[config.mk]
export PLATFORM = sky130hd
export DESIGN_NAME = reg_wb_ctrl
export DESIGN_NICKNAME = d
export VERILOG_FILES = /design/src/rtl/reg_wb_ctrl_pkg.sv /design/src/rtl/reg_wb_ctrl_scoreboard.sv /design/src/rtl/reg_wb_ctrl.sv
export SDC_FILE = /design/constraint.sdc
export NUM_CORES = 1
export LEC_CHECK = 0
export ABC_AREA = 1
export CAP_MARGIN = 10
export CORE_AREA = 8 8 90 132
export DETAILED_ROUTE_END_ITERATION = 10
export DIE_AREA = 0 0 98 140
export DONT_BUFFER_PORTS = 1
export GPL_ROUTABILITY_DRIVEN = 0
export SLEW_MARGIN = 20
export SYNTH_ARGS = -nofsm -noshare
export SYNTH_HDL_FRONTEND = slang
export SYNTH_SLANG_ARGS = --single-unit
[constraint.sdc]
create_clock -name clk -period 2.2 [get_ports clk]
set_input_delay 0.33 -clock clk [delete_from_list [all_inputs] [get_ports clk]]
set_output_delay 0.33 -clock clk [all_outputs]
set_load 0.005 [all_outputs]
[src/rtl/reg_wb_ctrl_pkg.sv]
// Shared types and constants for the register-file write-back controller.
package reg_wb_ctrl_pkg;

  localparam int XLEN  = 32;
  localparam int NREG  = 32;
  localparam int REG_W = $clog2(NREG);

  localparam logic [REG_W-1:0] REG_ZERO = 5'd0;

  // One candidate write: source valid, destination register, data.
  typedef struct packed {
    logic             valid;
    logic [REG_W-1:0] rd;
    logic [XLEN-1:0]  data;
  } wb_req_t;

endpackage

[src/rtl/reg_wb_ctrl_scoreboard.sv]
// Pending-load scoreboard: one busy bit per architectural register.
// Gates load issue on WAW and raises decode stall on RAW.
module wb_scoreboard
  import reg_wb_ctrl_pkg::*;
(
  input  logic             clk,
  input  logic             rst,
  input  logic             issue_vld,
  input  logic [REG_W-1:0] issue_rd,
  input  logic             clr_vld,
  input  logic [REG_W-1:0] clr_rd,
  input  logic [REG_W-1:0] ra1,
  input  logic [REG_W-1:0] ra2,
  output logic             issue_ready,
  output logic             stall,
  output logic [NREG-1:0]  busy
);

  // x0 never carries a pending load.
  localparam logic [NREG-1:0] X0_MASK = {{(NREG-1){1'b1}}, 1'b0};

  logic            issue_acc;
  logic [NREG-1:0] set_mask;
  logic [NREG-1:0] clr_mask;

  // Issue gating and hazard detection against the current busy vector.
  always_comb begin
    issue_ready = !rst && (!busy[issue_rd] || issue_rd == REG_ZERO);
    issue_acc   = issue_vld && issue_ready;
    stall       = (busy[ra1] && ra1 != REG_ZERO) ||
                  (busy[ra2] && ra2 != REG_ZERO);
  end

  // One-hot set/clear masks for this cycle's issue and response.
  always_comb begin
    set_mask = '0;
    clr_mask = '0;
    if (issue_acc && issue_rd != REG_ZERO) set_mask[issue_rd] = 1'b1;
    if (clr_vld)                           clr_mask[clr_rd]   = 1'b1;
  end

  // Busy update: clear applied first so a same-index re-issue wins.
  always_ff @(posedge clk) begin
    if (rst) busy <= '0;
    else     busy <= ((busy & ~clr_mask) | set_mask) & X0_MASK;
  end

endmodule

[src/rtl/reg_wb_ctrl.sv]
// Register-file write-back controller: arbitrates ALU results and load
// responses onto the single write port, exposes the in-flight write as a
// bypass, and tracks pending loads for decode.
module reg_wb_ctrl
  import reg_wb_ctrl_pkg::*;
(
  input  logic             clk,
  input  logic             rst,
  input  logic             alu_valid,
  input  logic [REG_W-1:0] alu_rd,
  input  logic [XLEN-1:0]  alu_data,
  output logic             alu_ready,
  input  logic             ld_issue,
  input  logic [REG_W-1:0] ld_issue_rd,
  output logic             ld_issue_ready,
  input  logic             ld_valid,
  input  logic [REG_W-1:0] ld_rd,
  input  logic [XLEN-1:0]  ld_data,
  output logic             ld_ready,
  input  logic [REG_W-1:0] ra1,
  input  logic [REG_W-1:0] ra2,
  output logic             stall,
  output logic             fwd1_hit,
  output logic             fwd2_hit,
  output logic [XLEN-1:0]  fwd_data,
  output logic [REG_W-1:0] wa,
  output logic [XLEN-1:0]  wd,
  output logic             we
);

  wb_req_t         alu_req, ld_req, sel;
  logic            wr_go;
  logic [NREG-1:0] busy;

  assign alu_req = '{valid: alu_valid, rd: alu_rd, data: alu_data};
  assign ld_req  = '{valid: ld_valid,  rd: ld_rd,  data: ld_data};

  // Handshakes: load responses always win; ALU waits out any load beat.
  always_comb begin
    ld_ready  = !rst;
    alu_ready = !rst && !ld_valid;
  end

  // Select the accepted source; x0 destinations are consumed but not written.
  always_comb begin
    sel = '0;
    if (ld_valid && ld_ready)        sel = ld_req;
    else if (alu_valid && alu_ready) sel = alu_req;
    wr_go = sel.valid && sel.rd != REG_ZERO;
  end

  // Registered write port; address/data hold when nothing is written.
  always_ff @(posedge clk) begin
    if (rst) begin
      we <= 1'b0;
      wa <= '0;
      wd <= '0;
    end else begin
      we <= wr_go;
      if (wr_go) begin
        wa <= sel.rd;
        wd <= sel.data;
      end
    end
  end

  // Bypass of the write reg_file has not captured yet.
  always_comb begin
    fwd1_hit = we && wa == ra1 && wa != REG_ZERO;
    fwd2_hit = we && wa == ra2 && wa != REG_ZERO;
    fwd_data = wd;
  end

  wb_scoreboard u_sb (
    .clk         (clk),
    .rst         (rst),
    .issue_vld   (ld_issue),
    .issue_rd    (ld_issue_rd),
    .clr_vld     (ld_valid && ld_ready),
    .clr_rd      (ld_rd),
    .ra1         (ra1),
    .ra2         (ra2),
    .issue_ready (ld_issue_ready),
    .stall       (stall),
    .busy        (busy)
  );

endmodule

# After elaboration in Yosys (flattened, before gate mapping)
# Cells that the tools add are included.
# W data, S select, Z words.
# word_totals
ff_bits	70
input_bits	94
output_inout_bits	76
wordCells	56
# classes
magnitude_cmp	6
n_eq_ne	2
n_mux	14
bitwise	3
reduce_logical	26
# ops
op	count
$mux W38	2
$mux W32	2
$and A32 B32 Y32	1
$not A32 Y32	1
$or A32 B32 Y32	1
$reduce_bool A5 Y1	5
$lt A5 B6 Y1 const B	4
$bmux W1 S5	3
$logic_and A1 B1 Y1	15
$demux W1 S5	2
$eq A5 B5 Y1	2
$ge A5 B1 Y1 const B	2
$logic_not A5 Y1	1
$mux W1	5
$logic_not A1 Y1	3
$logic_or A1 B1 Y1	2

# Logic depth before layout (Yosys ltp)
# depth
ltp_word	9
depth_mapped	15
depth_no_buf	12

# Hierarchy
# A second synthesis with hierarchy kept.
# unflattened
cells_unflattened	842
area_unflattened_um2	5231.3
# by_module_without_submodules
module	n_inst	cells_each	area_per_inst_um2	seq_area_each_um2
wb_scoreboard	1	428	2748.9	620.6
reg_wb_ctrl	1	414	2482.4	760.7

# Worst setup path before layout
# OpenSTA, ideal clock, no wires.
# synth_path
path_type	in2out
start	in ra1[0]
end	out stall
arrival_ns	1.412
required_ns	1.870
slack_ns	0.458
path_stages	9
path_buffers	2
cell_sequence	clkbuf_1 -> inv_1 -> clkbuf_1 -> o211ai_1 -> nand3_1 -> nand3_1 -> nand4_1 -> nand2_1 -> nand3_1
# synth_via
elab_chain_cells	4
word_cells_on_any_way	5
cone_classes	mux: 2; reduce/logical: 3
# synth_rtl
item	line_no	text
start, declared	reg_wb_ctrl.sv:20	input logic [REG_W-1:0] ra1,
$bmux W1 S5	reg_wb_ctrl_scoreboard.sv:30	stall = (busy[ra1] && ra1 != REG_ZERO) ||
$mux W1 (implied by the code)	reg_wb_ctrl_scoreboard.sv:30	
$logic_and A1 B1 Y1 (*)	reg_wb_ctrl_scoreboard.sv:30	
$logic_or A1 B1 Y1 (*)	reg_wb_ctrl_scoreboard.sv:30	
end, declared	reg_wb_ctrl.sv:22	output logic stall,
# Every way passes the cells marked *; elsewhere a longest branch is shown, timed or not. The select of a mux whose other input is x is not followed.

# Worst setup path in the final report
# layout_path
start	reg wa[4]
end	out fwd1_hit
# layout_via
elab_chain_cells	3
word_cells_on_any_way	4
cone_classes	eq/ne: 1; reduce/logical: 3
# layout_rtl
item	line_no	text
start, declared	reg_wb_ctrl.sv:26	output logic [REG_W-1:0] wa,
start signal, assigned	reg_wb_ctrl.sv:61	wa <= sel.rd;
$eq A5 B5 Y1	reg_wb_ctrl.sv:69	fwd1_hit = we && wa == ra1 && wa != REG_ZERO;
$logic_and A1 B1 Y1	reg_wb_ctrl.sv:69	
$logic_and A1 B1 Y1 (*)	reg_wb_ctrl.sv:69	
end, declared	reg_wb_ctrl.sv:23	output logic fwd1_hit,
# Every way passes the cells marked *; elsewhere a longest branch is shown, timed or not.

==> reports/summary.txt <==
DRC violation total after the first TritonRoute iteration: 261
Total track usage: 22.3%
Worst slew pin tran: 0.505 ns
Crit path launch type: register
Vias: 4683
Final setup viols: 0
Tcrit/Tclk final: 85.4%
Pleak: 0.00177 uW
Vias in the first global route: 4647
Share of cells above drive strength 1: 14.2%
Largest net degree at the start of global routing: 40
Final wirelength: 15.4 mm
Antenna violations before repair: 0
R2R cell count: 12
DIE WIDTH: 98 um
Fill count: 1044
Worst vdd rail ir drop: 0.549 mV
Clock skew: 0.00340 ns
Post-route DRC violation count: 0
H-tree depth: 3
CP Cell Sequence: xor2_1, a211oi_1, o2111ai_1, nor4_1
HPWL after DPL: 11.7 mm
Diode count: 0
DR WL/cell: 20.3 um
Drt first pass iters: 5
Headroom to the max-slew limit: 66.3%
Warnings from Yosys: 0
Final min period: 1.88 ns
Worst hold slack: 0.0537 ns
Initial Util: 48.5%
Seq/Total Area, Yosys: 28.6%
Vias/cell: 6.16
Hold Violations, Final: 0
Unrepaired setup endpoints after global routing: false
P&R area growth vs syn: 0.414%
IO Pins: 170
Worst hold path type: in -> reg
Die ar.: 13700 um^2
Net Count, Synth: 787
Hold Path Stages: 1
Clk Latency, worst-skew pair: 0.33 ns
Port Buf Inserts: 0
Max Root-Sink Buffers: 2
TritonCTS clock tree: done
Pwr Density: 686 nW/um^2
Cell area after synthesis: 4830 um^2
Pre-CTS setup slack: 0.409 ns
Post-route setup TNS: 0 ns
Cts bufs inserted: 9
Remaining antenna violation count after routing: 0
Synth Instances: 693
Root Buffer: clkbuf_16
Worst-path fanout max: 5
Nets: 732
Core Footprint: 9970 um^2
CP peak stage delay: 0.47 ns
FMAX: 0.532 GHz
CTS clock-pin slew for the worst setup and hold paths: 0.06 ns
Die Height: 140 um
Post-CTS Setup Bufs: 0
Power Total: 3330 uW
Req. time, crit path: 1.87 ns
Status: finished, final reports clean
Setup Crit Path Kind: reg -> out
CTS sink count: 69
Num rows: 45
# hold bufs at CTS: 0
Synthesis-stage register bit count: 69
Max Slew Vio Count: 0
Max stage delay cell, worst path: dfxtp_1
Worst path arrival time: 1.55 ns
Distinct cells, synth: 34
Final core utilization: 48.7%
Global-route wire length before repair: 24.7 mm
Number of max-cap violations: 0
Mean Syn Cell Area: 6.97 um^2
Final WS setup: 0.321 ns
CP endpoint kind: output port
Post-CTS sizing: 0
Gr ovfl total: 0
[cell families after synthesis]
family	synth area share (%)
DFF	28.6
and+or+nand+nor	28.9
xor gates and xnor gates	1.09
AOI/OAI and AO/OA	27.2
buffers and inverters	14.2
[stage by stage]
step / std cells / area (um^2)
5_1_grt: 760 / 4850
6_report: 760 / 4850
3_3_place_gp: 744 / 4550
4_1_cts: 760 / 4850
3_5_place_dp: 744 / 4550
2_1_floorplan: 693 / 4830
[registers in the layout, indices dropped and copies added, names as in the netlist]
register	flops
u_sb.busy	31
wa	5
we	1
fwd_data	32
[cells in the mapped netlist (all sizes together)]
cell type	count	share of area [%]
nor2	125	10
nand2	101	8.0
o21ai	98	10
dfxtp	69	29
nand3	59	9.1
buf	51	8.7
a21oi	50	7.4
inv	43	3.4
a32o	32	6.6
clkbuf	24	1.9
nor3	9	0.93
o211ai	9	1.4
xor2	4	0.73
a211oi	3	0.47
o2111ai	3	0.54
clkinv	2	0.16
nand4	2	0.26
nor4	2	0.26
xnor2	2	0.36
a22oi	1	0.16
a31oi	1	0.13
nor3b	1	0.16
o22ai	1	0.13
o311ai	1	0.18
[worst paths after layout]
kind                startpoint       endpoint  slack [ns]
hold reg to reg   u_sb.busy[5]   u_sb.busy[5]        0.53
setup reg to reg  u_sb.busy[9]  u_sb.busy[25]        0.52
setup / recovery         wa[4]       fwd1_hit        0.32
hold / removal             rst  u_sb.busy[15]        0.05
[worst max-delay path, delay by kind of cell (launching register included)]
kind             cells  cell delay (ns)
AND/OR/NAND/NOR      1             0.32
AO/OA/AOI/OAI        2             0.32
XOR/XNOR             1             0.11
flip-flops           1             0.47
[power breakdown]
part	internal, uW	switching, uW	leakage, uW
combinational	152	284	0.00107
sequential	1330	100	0.000564
clock	888	575	0.000140
total	2370	960	0.00177
[layer usage]
layer  global-route usage (%)  part of all wire, %  vias up  wire length (um)
met3                     6.75                  9.0       36              1400
met5                        0                    0        -                 0
met2                     39.0                   50      249              7670
li1                         -                    -     2232                 -
met1                     23.6                   37     2166              5780
met4                     11.4                  3.8        0               586
[layout make-up]
| type | instances | area [um^2] | area share, % |
|---|---|---|---|
| clock buffers | 10 | 229 | 4.72 |
| multi-input cells | 504 | 2770 | 57.1 |
| well taps | 117 | 146 | 3.02 |
| repair buffers | 9 | 80.1 | 1.65 |
| flip-flops and latches | 69 | 1380 | 28.5 |
| inverters | 45 | 174 | 3.59 |
| clock inverters | 6 | 71.3 | 1.47 |
[placed cells by master (no fill, tap or decap), types with 2 or more instances in the layout]
cell / Yosys / layout
a21oi_2: 29 / 29
a32o_1: 32 / 32
nor3_1: 9 / 9
nand3_1: 30 / 30
dfxtp_1: 69 / 69
buf_4: 32 / 8
clkinvlp_4: 0 / 2
nand2_2: 3 / 3
nand4_1: 2 / 2
xnor2_1: 2 / 2
o211ai_1: 9 / 9
nor2_1: 122 / 120
inv_1: 42 / 42
inv_6: 1 / 3
a211oi_1: 3 / 3
clkbuf_16: 0 / 9
o2111ai_1: 3 / 3
a21oi_1: 21 / 21
nor2_2: 2 / 4
clkinv_1: 2 / 2
xor2_1: 4 / 4
nor4_1: 2 / 2
nand2_1: 98 / 98
o21ai_0: 98 / 98
nand3_2: 29 / 29
No activity file was read; power rests on OpenSTA's default activity.
